<file path="src/rtl/divider_taint_track.sv">
// Constant-time restoring unsigned divider with conservative bitwise taint tracking.
// Every division runs exactly WIDTH iteration cycles, divide-by-zero included.
module divider_taint_track #(
  parameter int WIDTH = 128
) (
  input  logic             clk,
  input  logic             rst,
  input  logic             start,
  input  logic             start_t,
  input  logic [WIDTH-1:0] dividend,
  input  logic [WIDTH-1:0] dividend_t,
  input  logic [WIDTH-1:0] divisor,
  input  logic [WIDTH-1:0] divisor_t,
  output logic [WIDTH-1:0] quotient,
  output logic [WIDTH-1:0] quotient_t,
  output logic [WIDTH-1:0] remainder,
  output logic [WIDTH-1:0] remainder_t,
  output logic             done,
  output logic             done_t
);

  localparam int CW = (WIDTH > 1) ? $clog2(WIDTH) : 1;
  localparam logic [CW-1:0] LAST_CNT = CW'(WIDTH - 1);

  typedef enum logic [1:0] {
    S_IDLE = 2'd0,
    S_ITER = 2'd1,
    S_DONE = 2'd2
  } state_t;

  state_t           r_state;
  logic [CW-1:0]    r_cnt;
  logic [WIDTH-1:0] r_q;
  logic [WIDTH-1:0] r_q_t;
  logic [WIDTH:0]   r_r;
  logic [WIDTH:0]   r_r_t;
  logic [WIDTH-1:0] r_d;
  logic [WIDTH-1:0] r_d_t;
  logic             r_ctrl_t;
  logic             r_done;

  logic [WIDTH:0]   w_rs;
  logic [WIDTH:0]   w_diff;
  logic             w_sel;
  logic [WIDTH:0]   w_rs_t;
  logic             w_sel_t;
  logic [WIDTH:0]   w_r_t_next;

  // Both the subtract and the restore path are always evaluated.
  assign w_rs    = {r_r[WIDTH-1:0], r_q[WIDTH-1]};
  assign w_diff  = w_rs - {1'b0, r_d};
  assign w_sel   = ~w_diff[WIDTH];

  // The borrow chain mixes every bit, so any tainted input taints the whole difference.
  assign w_rs_t     = {r_r_t[WIDTH-1:0], r_q_t[WIDTH-1]};
  assign w_sel_t    = (|w_rs_t) | (|r_d_t);
  assign w_r_t_next = (w_sel ? {(WIDTH+1){w_sel_t}} : w_rs_t) | {(WIDTH+1){w_sel_t}};

  always_ff @(posedge clk or negedge rst) begin
    if (!rst) begin
      r_state  <= S_IDLE;
      r_cnt    <= '0;
      r_q      <= '0;
      r_q_t    <= '0;
      r_r      <= '0;
      r_r_t    <= '0;
      r_d      <= '0;
      r_d_t    <= '0;
      r_ctrl_t <= 1'b0;
      r_done   <= 1'b0;
    end else begin
      case (r_state)
        S_IDLE, S_DONE: begin
          if (start) begin
            r_state  <= S_ITER;
            r_cnt    <= '0;
            r_q      <= dividend;
            r_q_t    <= dividend_t;
            r_r      <= '0;
            r_r_t    <= '0;
            r_d      <= divisor;
            r_d_t    <= divisor_t;
            r_ctrl_t <= start_t;
            r_done   <= 1'b0;
          end
        end
        S_ITER: begin
          r_r   <= w_sel ? w_diff : w_rs;
          r_q   <= {r_q[WIDTH-2:0], w_sel};
          r_r_t <= w_r_t_next;
          r_q_t <= {r_q_t[WIDTH-2:0], w_sel_t};
          r_cnt <= r_cnt + 1'b1;
          if (r_cnt == LAST_CNT) begin
            r_state <= S_DONE;
            r_done  <= 1'b1;
          end
        end
        default: begin
          r_state <= S_IDLE;
          r_done  <= 1'b0;
        end
      endcase
    end
  end

  assign quotient    = r_q;
  assign quotient_t  = r_q_t;
  assign remainder   = r_r[WIDTH-1:0];
  assign remainder_t = r_r_t[WIDTH-1:0];
  assign done        = r_done;
  assign done_t      = r_ctrl_t;

endmodule

</file>
<file path="config.mk">
export PLATFORM = sky130hd
export DESIGN_NAME = divider_taint_track
export DESIGN_NICKNAME = d
export VERILOG_FILES = /design/src/rtl/divider_taint_track.sv
export SDC_FILE = /design/constraint.sdc
export NUM_CORES = 2
export LEC_CHECK = 0
export CAP_MARGIN = 20
export CORE_AREA = 2 2 405 407
export DETAILED_ROUTE_END_ITERATION = 7
export DIE_AREA = 0 0 407 409
export GPL_ROUTABILITY_DRIVEN = 0
export SLEW_MARGIN = 10
export SYNTH_ARGS = -nofsm -noshare
export SYNTH_HDL_FRONTEND = slang
export SYNTH_SLANG_ARGS = --single-unit
</file>
<file path="constraint.sdc">
create_clock -name clk -period 4 [get_ports clk]
set_input_delay 0.8 -clock clk [delete_from_list [all_inputs] [get_ports clk]]
set_output_delay 0.8 -clock clk [all_outputs]
set_load 0.01 [all_outputs]
</file>
==> flow_metrics.py <==
metrics = {
    "run_status": {
        "outcome": "finished clean",
    },
    "clocking": {
        "numCtsBuffers": 94,
        "cts_max_path_buffers": 3,
        "cts_tree": "built",
        "cts-root-buf": "clkbuf_16",
        "clock_latency_ns": 0.72,
        "path_clk_slew_ns": 0.06,
        "cts_sinks": 778,
        "h-tree-depth": 3,
    },
    "placement": {
        "port_buffers": 1029,
        "dp_hpwl_microns": 146400,
        "dp_cells": 7689,
        "place_area_sq_um": 53600,
        "pre_cts_ws_ns": -0.2387,
    },
    "setup_path": {
        "max_stage_delay_ns": 0.49,
        "rr_startpoint": "r_r[20]$_DFFE_PN0P_",
        "r2r_end": "r_r[84]$_DFFE_PN0P_",
        "end_kind": "flip-flop",
        "endpoint": "r_r[84]$_DFFE_PN0P_",
        "crit_required_ns": 4.53,
        "worstPathCellList": "ha_1 > nand4_2 > nor3_2 > a221oi_1 > buf_4 > o31a_1 > o211ai_2 > nand3_2 > o41a_1 > o41ai_4 > xnor2_4 > buf_12 > buf_12 > buf_6 > mux2i_1 > o21ai_0",
        "worstPathMaxFanout": 11,
        "startpoint": "r_r[20]$_DFFE_PN0P_",
        "cp_slowest_cell": "o41a_1",
        "worstSetupStartpointType": "flip-flop",
        "reg2reg_slack_ns": 0.004,
        "rr_worst_depth": 16,
        "path_class": "flip-flop to flip-flop",
        "crit_arrival_ns": 4.52,
        "cp_common_cell": "buf_12",
    },
    "floorplan": {
        "dieArea_sq_um": 166500,
        "chipHeight_microns": 409,
        "ios": 1030,
        "die_width_microns": 407,
        "start_util_pct": 24.48,
        "rows": 148,
        "core_sq_um": 162000,
    },
    "global_route": {
        "antenna_found_initial": 37,
        "grt_pass1_vias": 38602,
        "grt_max_degree": 170,
        "grt_pass1_wl_microns": 267400,
        "grt_use_total_pct": 21.67,
        "gr-total-overflow": 0,
    },
    "logic_synthesis": {
        "ys.flop_type": "dfrtp_1",
        "yosysMostFrequentCell": "nand2_1",
        "synth_cells": 4560,
        "ys_seq_area_share_pct": 49.07,
        "synthesis.area_sq_um": 39670,
        "ys_seq_elements": 778,
        "synth_area_leaders": "dfrtp_1 (49%), nand2_1 (12%), a22oi_1 (5.4%)",
        "synth_edf_count": 0,
        "synthTopCellsByCount": "nand2_1 (1,253), dfrtp_1 (778), o21ai_0 (332)",
        "yosys.area.top_type_share_pct": 49.07,
        "postSynth.asyncResetShare_pct": 100.0,
        "synthesis.nets": 5206,
        "synth-warning-count": 0,
        "synthDistinctLibCells": 77,
        "yosys.area.top_type": "dfrtp_1",
        "synth.avg_cell_area_sq_um": 8.700,
    },
    "route": {
        "vias": 39489,
        "first_pass_iters": 7,
        "initialDrtViolationCount": 3679,
        "vias_per_cell": 4.999,
        "drc": 0,
        "wire_per_inst_microns": 23.87,
        "ant_nets": 0,
        "drt-total-wl_microns": 188600,
    },
    "finish": {
        "final_util_pct": 35.60,
        "final_cells": 7899,
        "nNetsFinal": 6273,
        "final_area_sq_um": 57680,
        "drive_above_1_share_pct": 8.611,
        "syn_to_final_growth_pct": 45.40,
    },
    "flow_run": {
        "max_cap_viol_count": 0,
    },
    "timing": {
        "setup_ws_ns": 0.004332,
        "rsz0062_at_grt": "yes",
        "finalClockSkew_ns": 0.05998,
        "period_share_pct": 99.89,
        "finalMaxSlewViolations": 0,
        "tightest_slew_ns": 1.060,
        "finalHoldViolCount": 0,
        "layout_min_cycle_time_ns": 3.996,
        "fmax_mhz": 250.3,
        "finalSetupViolCount": 0,
        "relSlewSlack_pct": 29.14,
    },
    "power_and_ir_drop": {
        "ir_drop_v": 0.0004777,
        "powerDensity_nw_per_um2": 961.4,
        "leakagePower_uw": 0.02474,
    },
    "worst_hold_path": {
        "min_path_type": "input pin to async pin",
    },
}
==> sequential cells by signal, indices dropped and copies added, names as in the netlist <==
register	cells
done_t	1
quotient	128
quotient_t	128
r_cnt	7
r_d	128
r_d_t	128
r_r	128
r_r_t	128
r_state	2
==> how the worst min path moves through the flow <==
stage | slack (ns) | endpoint | cells after the start | from
2_1_floorplan | 0.45 | r_d_t[101]$_DFFE_PN0P_ | 2 | r_d_t[101]$_DFFE_PN0P_
3_3_place_gp | 0.46 | r_d_t[35]$_DFFE_PN0P_ | 2 | r_d_t[35]$_DFFE_PN0P_
3_5_place_dp | 0.46 | r_d_t[115]$_DFFE_PN0P_ | 2 | r_d_t[115]$_DFFE_PN0P_
4_1_cts | 0.03 | r_d[12]$_DFFE_PN0P_ | 1 | rst
5_1_grt | 0.07 | r_d[17]$_DFFE_PN0P_ | 1 | rst
6_report | 0.06 | r_d[17]$_DFFE_PN0P_ | 1 | rst
==> worst max-delay path: cells and delay by family, from the launching register on <==
kind | cells | cell delay (ns)
compound gates | 6 | 1.49
xor+xnor | 1 | 0.20
fa+ha+maj | 1 | 0.38
buf+inv | 4 | 0.66
flops | 1 | 0.39
mux | 1 | 0.17
simple gates | 3 | 0.49
==> layer usage <==
metal / track usage (%) / up-vias / part of all wire [%]
li1: - / 17960 / -
met1: 26.97 / 19415 / 40
met2: 34.45 / 1754 / 46
met3: 6.377 / 348 / 9.1
met4: 9.808 / 12 / 4.9
met5: 0 / - / 0.040
==> placed cells by master (no fill, tap or decap), types with 10 or more instances in the layout <==
cell type	synthesis	routed
a31oi_1	15	15
clkinv_2	0	23
diode_2	0	22
a21oi_1	301	287
o21ai_0	332	297
clkbuf_1	250	15
o21bai_1	54	54
xor2_1	49	49
clkbuf_16	0	105
ha_1	129	110
nor4_1	77	74
mux2i_1	10	10
nand3_1	30	30
a22oi_1	283	282
a21o_1	171	171
xnor2_1	73	72
buf_4	1	170
buf_6	5	13
clkdlybuf4s50_1	0	1028
nand2_1	1253	1250
nor2_1	179	169
nand2b_1	14	12
buf_12	0	35
clkbuf_8	0	13
o21a_1	14	14
o21ai_1	49	80
ha_2	0	11
nor3_1	30	27
a21oi_2	0	13
a22o_1	15	15
nand4_1	81	81
inv_1	183	181
dfrtp_1	778	778
==> power by group <==
part / switching, uW / internal, uW
combinational: 18000 / 14500
sequential: 3000 / 11000
clock: 3760 / 5220
total: 24800 / 30700
==> through the flow <==
step	hold slack [ns]	power, uW	TNS, ns
final	0.06302	55460	0
after global routing	0.07005	58730	-5.004
after CTS	0.03218	52920	0
after detailed placement	0.4638	43620	-5.244
after global placement	0.4604	43330	-0.7910
after floorplan	0.4460	29470	0
==> final cells by class <==
cell class / instances / area (sq um)
sequential: 778 / 19470
antenna: 22 / 55.05
tap: 2175 / 2721
inverter: 183 / 686.9
clock buffer: 123 / 2613
fill: 16458 / 104300
timing repair buffer: 1258 / 12690
clock inverter: 48 / 604.3
multi-input combinational: 3312 / 18840
==> cells by family (layout without fill, tap and decap cells) <==
logic type,Yosys count,in the layout,share of synthesized area (%)
AOI/OAI and AO/OA,1324,1324,21.06
xor gates and xnor gates,122,122,2.693
adders and majority gates,130,130,4.119
buffers and inverters,470,1612,4.630
DFF,778,778,49.07
muxes,11,11,0.2807
other,0,22,0
and+or+nand+nor,1725,1725,18.14
==> repair_timing <==
| action | 4_1_cts | 5_1_grt |
|---|---|---|
| cloned | 0 | 12 |
| gates resized for setup | 6 | 141 |
| setup endpoints to repair | 119 | 127 |
| setup buffers | 0 | 5 |
| hold buffers | 0 | 0 |
| pin swaps | 1 | 22 |
Note: power is estimated with default switching activity, not from simulation.
